$ cat src/rtl/alu_sequencer.sv
// alu_sequencer: program sequencer for the accumulator breadboard ALU.
// Holds a small {save, use_saved, opcode, operand} program, clears the ALU
// accumulator, then issues one instruction per clock. Captures the 64-bit
// ALU result and halts on an ALU error or an illegal opcode.
//
// Ports:
//   clock, reset          clock and synchronous active-high reset
//   prog_we/addr/data     program memory write port (ignored while busy)
//   start, last_addr      launch control; last_addr sampled with start
//   busy, done            busy in CLR/EXEC; done is a one-cycle pulse
//   alu_opcode, alu_input drive the breadboard opcode/input1 pins
//   alu_result, alu_error breadboard output1/error (combinational)
//   result, scratch       last captured result / last saved low word
//   fault_code, fault_pc  fault cause and faulting instruction address
module alu_sequencer #(
    parameter int unsigned DEPTH = 16,
    parameter int unsigned AW    = 4,
    localparam int unsigned OPW  = 4,
    localparam int unsigned DW   = 32,
    localparam int unsigned RW   = 64,
    localparam int unsigned IW   = 38
) (
    input  logic           clock,
    input  logic           reset,
    input  logic           prog_we,
    input  logic [AW-1:0]  prog_addr,
    input  logic [IW-1:0]  prog_data,
    input  logic           start,
    input  logic [AW-1:0]  last_addr,
    output logic           busy,
    output logic           done,
    output logic [OPW-1:0] alu_opcode,
    output logic [DW-1:0]  alu_input,
    input  logic [RW-1:0]  alu_result,
    input  logic [1:0]     alu_error,
    output logic [RW-1:0]  result,
    output logic [DW-1:0]  scratch,
    output logic [1:0]     fault_code,
    output logic [AW-1:0]  fault_pc
);

    typedef enum logic [2:0] {
        ST_IDLE,
        ST_CLR,
        ST_EXEC,
        ST_DONE,
        ST_FAULT
    } state_t;

    typedef struct packed {
        logic           save;
        logic           use_saved;
        logic [OPW-1:0] opcode;
        logic [DW-1:0]  operand;
    } instr_t;

    localparam logic [OPW-1:0] OP_NOOP  = 4'b0000;
    localparam logic [OPW-1:0] OP_RESET = 4'b1101;

    localparam logic [1:0] FC_NONE    = 2'b00;
    localparam logic [1:0] FC_ERR0    = 2'b01;
    localparam logic [1:0] FC_ERR1    = 2'b10;
    localparam logic [1:0] FC_ILLEGAL = 2'b11;

    state_t         r_state,      w_state_nxt;
    logic [AW-1:0]  r_pc,         w_pc_nxt;
    logic [AW-1:0]  r_last,       w_last_nxt;
    logic [RW-1:0]  r_result,     w_result_nxt;
    logic [DW-1:0]  r_scratch,    w_scratch_nxt;
    logic [1:0]     r_fault_code, w_fault_code_nxt;
    logic [AW-1:0]  r_fault_pc,   w_fault_pc_nxt;

    instr_t         r_mem [DEPTH];
    instr_t         w_instr;
    logic           w_illegal;
    logic           w_busy;
    logic           w_done;
    logic [OPW-1:0] w_alu_opcode;
    logic [DW-1:0]  w_alu_input;

    // Current instruction; opcodes 1110/1111 have no ALU meaning.
    assign w_instr   = r_mem[r_pc];
    assign w_illegal = (w_instr.opcode[3:1] == 3'b111);

    // Program memory: plain register array, untouched by reset.
    always_ff @(posedge clock) begin
        if (prog_we && !w_busy) begin
            r_mem[prog_addr] <= prog_data;
        end
    end

    // State and datapath registers.
    always_ff @(posedge clock) begin
        if (reset) begin
            r_state      <= ST_IDLE;
            r_pc         <= '0;
            r_last       <= '0;
            r_result     <= '0;
            r_scratch    <= '0;
            r_fault_code <= FC_NONE;
            r_fault_pc   <= '0;
        end else begin
            r_state      <= w_state_nxt;
            r_pc         <= w_pc_nxt;
            r_last       <= w_last_nxt;
            r_result     <= w_result_nxt;
            r_scratch    <= w_scratch_nxt;
            r_fault_code <= w_fault_code_nxt;
            r_fault_pc   <= w_fault_pc_nxt;
        end
    end

    // Next state, datapath updates and ALU drive decoded from registered state.
    always_comb begin
        w_state_nxt      = r_state;
        w_pc_nxt         = r_pc;
        w_last_nxt       = r_last;
        w_result_nxt     = r_result;
        w_scratch_nxt    = r_scratch;
        w_fault_code_nxt = r_fault_code;
        w_fault_pc_nxt   = r_fault_pc;
        w_alu_opcode     = OP_NOOP;
        w_alu_input      = '0;
        w_busy           = 1'b0;
        w_done           = 1'b0;

        case (r_state)
            ST_IDLE, ST_DONE, ST_FAULT: begin
                w_done = (r_state == ST_DONE);
                if (start) begin
                    w_state_nxt      = ST_CLR;
                    w_last_nxt       = last_addr;
                    w_fault_code_nxt = FC_NONE;
                    w_fault_pc_nxt   = '0;
                    w_pc_nxt         = '0;
                end else if (r_state == ST_DONE) begin
                    w_state_nxt = ST_IDLE;
                end
            end

            ST_CLR: begin
                w_busy       = 1'b1;
                w_alu_opcode = OP_RESET;
                w_state_nxt  = ST_EXEC;
            end

            ST_EXEC: begin
                w_busy = 1'b1;
                if (w_illegal) begin
                    // NOOP keeps the accumulator; result/scratch are not captured.
                    w_state_nxt      = ST_FAULT;
                    w_fault_code_nxt = FC_ILLEGAL;
                    w_fault_pc_nxt   = r_pc;
                end else begin
                    w_alu_opcode = w_instr.opcode;
                    w_alu_input  = w_instr.use_saved ? r_scratch : w_instr.operand;
                    w_result_nxt = alu_result;
                    if (w_instr.save) begin
                        w_scratch_nxt = alu_result[DW-1:0];
                    end
                    if (alu_error[1]) begin
                        w_state_nxt      = ST_FAULT;
                        w_fault_code_nxt = FC_ERR1;
                        w_fault_pc_nxt   = r_pc;
                    end else if (alu_error[0]) begin
                        w_state_nxt      = ST_FAULT;
                        w_fault_code_nxt = FC_ERR0;
                        w_fault_pc_nxt   = r_pc;
                    end else if (r_pc == r_last) begin
                        w_state_nxt = ST_DONE;
                    end else begin
                        w_pc_nxt = r_pc + AW'(1);
                    end
                end
            end

            default: begin
                w_state_nxt = ST_IDLE;
            end
        endcase
    end

    assign busy       = w_busy;
    assign done       = w_done;
    assign alu_opcode = w_alu_opcode;
    assign alu_input  = w_alu_input;
    assign result     = r_result;
    assign scratch    = r_scratch;
    assign fault_code = r_fault_code;
    assign fault_pc   = r_fault_pc;

endmodule

$ cat config.mk
export PLATFORM = sky130hd
export DESIGN_NAME = alu_sequencer
export DESIGN_NICKNAME = d
export VERILOG_FILES = /design/src/rtl/alu_sequencer.sv
export SDC_FILE = /design/constraint.sdc
export NUM_CORES = 1
export LEC_CHECK = 0
export ABC_AREA = 1
export BUFFER_PORTS_ARGS = -buffer_cell sky130_fd_sc_hd__buf_2
export CELL_PAD_IN_SITES_DETAIL_PLACEMENT = 0
export CELL_PAD_IN_SITES_GLOBAL_PLACEMENT = 2
export CORE_MARGIN = 4
export CORE_UTILIZATION = 36
export DETAILED_ROUTE_END_ITERATION = 12
export PLACE_DENSITY = 0.8
export SYNTH_ARGS = -nofsm -noshare
export SYNTH_HDL_FRONTEND = slang
export SYNTH_SLANG_ARGS = --single-unit
$ cat constraint.sdc
create_clock -name clock -period 2.9 [get_ports clock]
set_clock_uncertainty 0.1 [all_clocks]
set_input_delay 0.58 -clock clock [delete_from_list [all_inputs] [get_ports clock]]
set_output_delay 0.58 -clock clock [all_outputs]
set_load 0.05 [all_outputs]
==> flow_summary.json, run 1 <==
{
  "run_status": "finished with violations",
  "failed_checks": "setup timing",
  "cts.clk_slew.worst_paths_ns": 0.06,
  "setup_ws_ns": -0.495,
  "critical_path_class": "flop to output port",
  "min_period_over_period": 1.17,
  "holdBufCountCts": 0,
  "finish.net_count": 3066,
  "final-seq-area_um2": 20600,
  "cts-htree-levels": 3,
  "drt-initial-drc-count": 1566,
  "power.density_cell_area_nw_per_um2": 681,
  "place.detailed.instances": 3887,
  "gp_congestion": 0.826,
  "yosys_warnings": 0,
  "synth_seq_cells": 725,
  "cp_data_arrival_time_ns": 2.71,
  "wire_per_inst_um": 21.8,
  "post_route_cells_drive_above_1_share": 0.214,
  "dominantRegCellSynth": "sky130_fd_sc_hd__edfxtp_1",
  "hp-class": "input pin to flop",
  "timing.fmax_mhz": 295,
  "timing.critical_path.to": "alu_input[11]",
  "core_area_um2": 80500,
  "avgViaCountPerCell": 5.12,
  "io_buffers": 255,
  "route.antenna.remaining_nets": 0,
  "clock-sinks": 725,
  "synth_sequential_area_ratio": 0.704,
  "post_route_drc": 0,
  "grt_pass1_vias": 20400,
  "report.final.hold_viol_count": 0,
  "fp.dieArea_um2": 85900,
  "finalWirelength_mm": 89.0,
  "power_dissipated_by_switching_net_loads_mw": 6.93,
  "drt_pass1_iterations": 5,
  "floorplan.initialDensity": 0.363,
  "layout.cells.most_common_list": "sky130_fd_sc_hd__nand2_1 (685), sky130_fd_sc_hd__edfxtp_1 (608), sky130_fd_sc_hd__nand3_1 (511)",
  "cp_slowest_cell": "sky130_fd_sc_hd__dfxtp_4",
  "ys_types": 32,
  "groute.usage.overall": 0.200,
  "setup_total_neg_slack_ns": -15.01,
  "cts_tree": "done",
  "post_layout_instance_area_um2": 36500,
  "initial_antenna_violation_count": 13,
  "instances_no_fill": 4075,
  "crit_path_max_fanout": 8,
  "syn_to_final_growth_pct": 24.8,
  "internal_power_mw": 17.9,
  "clockRootBuffer": "sky130_fd_sc_hd__clkbuf_16",
  "layout_commonest_cell": "sky130_fd_sc_hd__nand2_1",
  "timing.reg2reg.worst_path_depth": 15,
  "top_level_ports": 256,
  "reg_power_frac": 0.466,
  "postSynthCellCount": 2627,
  "critical_path.cell_chain": "inv_12 -> buf_12 -> nor2_2 -> o211ai_1 -> nand3_1 -> nand2_4 -> buf_6 -> buf_12 -> a21oi_2 -> a211oi_4 -> buf_6",
  "die_width_um": 293,
  "core.rowCount": 104,
  "critPathMaxStageDelay_ns": 0.45,
  "clock_power_share": 0.363,
  "p_comb_frac": 0.171,
  "vias": 20900,
  "gr-total-overflow": 0,
  "power_mw": 24.9,
  "synth_edf_count": 608,
  "cts_buffer_depth": 3,
  "syn_area_um2": 29200,
  "multiInputGateArea_um2": 8160,
  "fillers": 7346,
  "post-route-min-period_ns": 3.39,
  "final-setup-viol-count": 36,
  "static-leakage-power_nw": 13.7,
  "postPlaceCellArea_um2": 32600,
  "ys_async_sr_fraction": 0,
  "slew_viol_final": 0,
  "worst_slew_margin_rel": 0.507,
  "postLayoutCoreUtil": 0.453,
  "detailed_place_hpwl_mm": 51.5,
  "timing.critical_path.required_ns": 2.22,
  "drv.max_cap_violation_count": 0,
  "sw_frac_of_total": 0.279,
  "worst_slew_pin_slew_ns": 0.738,
  "post_synth.cell_area_avg_um2": 11.1,
  "ff2ff_setup_slack_ns": 0.30,
  "cts_made_buffers": 76,
  "worst_skew_pair.late_latency_ns": 0.62,
  "mappedNetlistNets": 2744,
  "grt_setup_unrepaired": "yes",
  "largest_net_degree_at_the_start_of_global_routing": 65,
  "chipHeight_um": 293,
  "critPathLaunchType": "flop",
  "worst_ir_drop_vdd_v": 0.000379,
  "grt_first_pass_wirelength_mm": 130,
  "timing.critical_path.to_type": "output port"
}
==> repair_timing <==
| item | in CTS | in global routing |
|---|---|---|
| resized for setup | 125 | 102 |
| setup endpoints to repair | 36 | 36 |
| hold endpoints to repair | 0 | 0 |
| gates cloned | 5 | 7 |
| pin swaps | 8 | 25 |
| setup buffers | 14 | 22 |
==> power by group through the flow <==
stage	Sequential [mW]	Combinational (mW)	Clock, mW
global placement	11.8	3.43	0
global route	11.6	4.59	9.63
floorplan	12.1	1.81	0
finish	11.6	4.26	9.02
detailed placement	11.8	3.45	0
CTS	11.6	3.78	9.22
==> cell families after synthesis <==
group	share of synthesized area
simple gates	0.216
flops	0.704
buf+inv	0.0397
compound gates	0.0377
xor+xnor	0.00180
fa+ha+maj	0.000428
==> cell usage after synthesis (12+ instances only) <==
library cell,n,share of area
sky130_fd_sc_hd__dfxtp_1,117,0.080
sky130_fd_sc_hd__buf_4,12,0.0031
sky130_fd_sc_hd__nor2_1,249,0.032
sky130_fd_sc_hd__buf_1,28,0.0036
sky130_fd_sc_hd__inv_1,66,0.0085
sky130_fd_sc_hd__nand2_1,700,0.090
sky130_fd_sc_hd__edfxtp_1,608,0.62
sky130_fd_sc_hd__buf_2,74,0.013
sky130_fd_sc_hd__nand3_1,521,0.089
sky130_fd_sc_hd__buf_6,16,0.0062
sky130_fd_sc_hd__a211oi_2,32,0.014
sky130_fd_sc_hd__a21oi_1,51,0.0087
sky130_fd_sc_hd__o21ai_0,74,0.013
sky130_fd_sc_hd__clkbuf_1,38,0.0049
==> how the worst min path moves through the flow <==
stage / startpoint / end / slack (ns) / cells after the start
detailed placement: result[27] / result[27] / 0.37 / 2
global route: reset / r_state[2] / 0.07 / 2
global placement: result[28] / result[28] / 0.36 / 2
CTS: reset / r_state[0] / 0.05 / 2
finish: reset / r_state[0] / 0.08 / 2
floorplan: r_last[0] / r_last[0] / 0.40 / 2
==> sequential cells by signal, indices dropped and copies added (netlist names), named ones only <==
name and flops:
fault_code 2, fault_pc 4, r_last 4, r_mem 608, r_pc 4, r_state 3, result 64, scratch 32
==> through the flow <==
step | setup slack (ns) | hold WS (ns)
2_1_floorplan | -0.618 | 0.399
3_3_place_gp | 0.00540 | 0.358
3_5_place_dp | 0.00141 | 0.366
4_1_cts | -0.528 | 0.0524
5_1_grt | -0.576 | 0.0745
6_report | -0.495 | 0.0848
==> area by class of cell <==
class | count | share of cell area
timing repair inverter | 1 | 0.000309
inverter | 72 | 0.00788
clock inverter | 43 | 0.00847
clock buffer | 94 | 0.0541
antenna | 7 | 0.000480
multi-input combinational | 1662 | 0.223
timing repair buffer | 411 | 0.104
tap | 1060 | 0.0363
sequential | 725 | 0.565
==> critical path: cells and delay by family (launching register included) <==
kind                   cells  cell delay [ns]
AND/OR/NAND/NOR            3             0.35
flip-flops                 1             0.45
buffers and inverters      5             0.70
AO/OA/AOI/OAI              3             0.57
==> routing by layer <==
metal,part of all wire,vias to the layer above,global-route usage
met5,0.00079,-,0
met4,0.026,10,0.0659
met3,0.079,155,0.0450
met2,0.48,792,0.338
met1,0.41,10200,0.256
li1,-,9759,-
Note: power is estimated with default switching activity, not from simulation.
==> run 2, diff against run 1 <==
Settings changed: ABC_AREA 1 to 0, CORE_UTILIZATION 36 to 41, GPL_TIMING_DRIVEN set to 0.
==> run 2 against run 1 <==
  * Die area decreased by 16%
  * Synthesized cell count is 44% lower
  * Utilization is 8.0 points higher
  * Via count decreased by 24%
  * The run still ends with setup timing left
  * Sequential share of layout area increased by 1.0 points
==> flow_summary.json, run 2 <==
{
  "run_status": "finished with violations",
  "failed_checks": "setup timing",
  "ff2ff_setup_slack_ns": -0.22,
  "fp.dieArea_um2": 72200,
  "cts_tree": "done",
  "cp_slowest_cell": "sky130_fd_sc_hd__mux4_2",
  "yosys.area_share.adder": 0.000449,
  "synth_edf_count": 608,
  "drt-initial-drc-count": 1573,
  "largest_reg_flops": 608,
  "avgViaCountPerCell": 5.53,
  "sw_frac_of_total": 0.207,
  "grt_setup_unrepaired": "yes",
  "power_dissipated_by_switching_net_loads_mw": 4.48,
  "critical_path_class": "flop to output port",
  "chipHeight_um": 269,
  "worst_slew_pin_slew_ns": 1.04,
  "worst_skew_pair.late_latency_ns": 0.61,
  "mappedNetlistNets": 1597,
  "post-synth-top-count-cell": "sky130_fd_sc_hd__edfxtp_1",
  "synth_compound_gate_area_share": 0.0197,
  "synthDominantAreaCellType": "sky130_fd_sc_hd__edfxtp_1",
  "cts-htree-levels": 3,
  "layout.cells.most_common_list": "sky130_fd_sc_hd__edfxtp_1 (608), sky130_fd_sc_hd__buf_2 (225), sky130_fd_sc_hd__nand2_1 (200)",
  "io_buffers": 255,
  "groute.usage.overall": 0.214,
  "yosysTopAreaCellShare": 0.655,
  "holdBufCountCts": 0,
  "largest_net_degree_at_the_start_of_global_routing": 23,
  "post-route-min-period_ns": 3.83,
  "dominantRegCellSynth": "sky130_fd_sc_hd__edfxtp_1",
  "critPathMaxStageDelay_ns": 0.54,
  "cts_buffer_depth": 3,
  "top_level_ports": 256,
  "worst_ir_drop_vdd_v": 0.000380,
  "reg_power_frac": 0.529,
  "critical_path.cell_chain": "buf_12 -> buf_16 -> mux4_2 -> mux4_2 -> buf_12 -> buf_16 -> mux2i_2 -> nor2_4 -> buf_8",
  "post_route_cells_drive_above_1_share": 0.424,
  "ys_types": 44,
  "timing.critical_path.to_type": "output port",
  "synth_simple_gate_area_share": 0.0459,
  "detailed_place_hpwl_mm": 50.1,
  "p_comb_frac": 0.036,
  "vias": 15800,
  "cp_data_arrival_time_ns": 3.15,
  "gp_congestion": 0.777,
  "route.antenna.remaining_nets": 0,
  "final-setup-viol-count": 127,
  "min_period_over_period": 1.32,
  "finish.net_count": 2035,
  "worst_slew_margin_rel": 0.309,
  "drv.max_cap_violation_count": 0,
  "gr-total-overflow": 0,
  "synth_sequential_area_ratio": 0.739,
  "timing.fmax_mhz": 261,
  "initial_antenna_violation_count": 8,
  "wire_per_inst_um": 27.5,
  "slew_viol_final": 0,
  "place.detailed.instances": 2636,
  "internal_power_mw": 17.2,
  "grt_first_pass_wirelength_mm": 111,
  "syn_area_um2": 27900,
  "core_area_um2": 67300,
  "largest_register_by_flop_count": "r_mem",
  "core.rowCount": 95,
  "setup_ws_ns": -0.927,
  "clock_power_share": 0.434,
  "timing.critical_path.required_ns": 2.22,
  "crit_path_max_fanout": 8,
  "ys_async_sr_fraction": 0,
  "layout_commonest_cell": "sky130_fd_sc_hd__edfxtp_1",
  "clock-sinks": 725,
  "syn_to_final_growth_pct": 28.6,
  "critPathLaunchType": "flop",
  "timing.reg2reg.worst_path_depth": 17,
  "post_synth_xor_area_fraction": 0.00126,
  "dominant_combinational_cell_family_by_area_after_synthesis": "multiplexers",
  "yosys-top-cells-count": "sky130_fd_sc_hd__edfxtp_1 (608), sky130_fd_sc_hd__nand2_1 (209), sky130_fd_sc_hd__mux4_2 (187), sky130_fd_sc_hd__dfxtp_1 (117)",
  "postPlaceCellArea_um2": 31200,
  "yosys_warnings": 0,
  "clockRootBuffer": "sky130_fd_sc_hd__clkbuf_16",
  "die_width_um": 269,
  "hp-class": "input pin to flop",
  "netlist_top_cells_area": "sky130_fd_sc_hd__edfxtp_1 (66%), sky130_fd_sc_hd__mux4_2 (15%), sky130_fd_sc_hd__dfxtp_1 (8.4%)",
  "post_synth.cell_area_avg_um2": 18.8,
  "power.density_cell_area_nw_per_um2": 604,
  "crit-reg2reg-capture": "result[16]",
  "post_route_drc": 0,
  "synth_seq_cells": 725,
  "report.final.hold_viol_count": 0,
  "timing.critical_path.to": "alu_input[13]",
  "cts.clk_slew.worst_paths_ns": 0.06,
  "static-leakage-power_nw": 12.2,
  "pre_cts_slack_ns": -1.18,
  "finalWirelength_mm": 78.4,
  "post_layout_instance_area_um2": 35800,
  "floorplan.initialDensity": 0.414,
  "drt_pass1_iterations": 5,
  "synth.area.mux_share": 0.178,
  "cts_made_buffers": 74,
  "grt_pass1_vias": 16100,
  "postSynthCellCount": 1480,
  "instances_no_fill": 2854
}
## run 2: cell count changes after synthesis, sizes merged, moves of 5 or more
| cell | before | now |
|---|---|---|
| nand2b | 0 | 7 |
| nor2b | 0 | 5 |
| nor2 | 249 | 57 |
| a211oi | 32 | 1 |
| buf | 130 | 46 |
| nand3 | 525 | 6 |
| o21ai | 77 | 6 |
| mux4 | 0 | 187 |
| nand2 | 704 | 210 |
| mux2i | 0 | 72 |
| a21oi | 51 | 72 |
| inv | 72 | 2 |
## run 2: logic make-up after synthesis
group	count (synthesis)
adders and majority gates	1
DFF	725
xor gates and xnor gates	4
and+or+nand+nor	309
buffers and inverters	84
muxes	261
AOI/OAI and AO/OA	96
## run 2: cell type report
type	instances	area, um^2
fill	5214	31400
sequential	725	20600
multi-input combinational	673	7530
timing repair buffer	360	3150
clock buffer	97	1990
tap	873	1090
buffer	82	1060
clock inverter	39	398
inverter	2	7.51
antenna	3	7.51
## run 2: worst min-delay path by stage
stage	start	to	slack [ns]	cells past startpoint
final	alu_result[55]	result[55]	0.10	3
after global routing	alu_result[32]	result[32]	0.11	3
after CTS	alu_result[55]	result[55]	0.08	3
after detailed placement	result[43]	result[43]	0.35	2
after global placement	result[38]	result[38]	0.34	2
after floorplan	r_pc[3]	fault_pc[3]	0.37	2
## run 2: through the flow
step | setup TNS, ns | util | hold WS, ns | total power [mW]
floorplan | -48.60 | - | 0.371 | 12.0
global placement | -954.37 | 0.454 | 0.340 | 12.3
detailed placement | -43.00 | 0.464 | 0.347 | 12.4
CTS | -31.78 | 0.523 | 0.0810 | 21.8
global route | -57.24 | 0.533 | 0.106 | 22.3
finish | -42.37 | 0.533 | 0.104 | 21.6
## run 2: power by group through the flow
stage | sequential [mW] | combinational (mW) | clock, mW
global placement | 11.7 | 0.639 | 0
finish | 11.4 | 0.790 | 9.40
floorplan | 11.7 | 0.247 | 0
global route | 11.4 | 0.839 | 10.0
CTS | 11.4 | 0.754 | 9.56
detailed placement | 11.7 | 0.701 | 0
## run 2: metal layers
metal / vias to the layer above / track usage / wire (um)
met5: - / 0 / 52
met4: 8 / 0.0564 / 1660
met3: 101 / 0.0476 / 6340
met2: 665 / 0.379 / 40500
met1: 8226 / 0.270 / 29900
li1: 6783 / - / -
## run 2: worst max-delay path, delay by kind of cell (launching register included)
kind / cells / cell delay [ns]
DFF: 1 / 0.34
muxes: 3 / 1.20
buffers and inverters: 5 / 0.80
and+or+nand+nor: 1 / 0.17
## run 2: what timing repair did
item                       4_1_cts  5_1_grt
gates resized for setup        250      114
buffers inserted                45       20
cloned                          13        3
setup endpoints to repair      198      151
pin swaps                       24       15
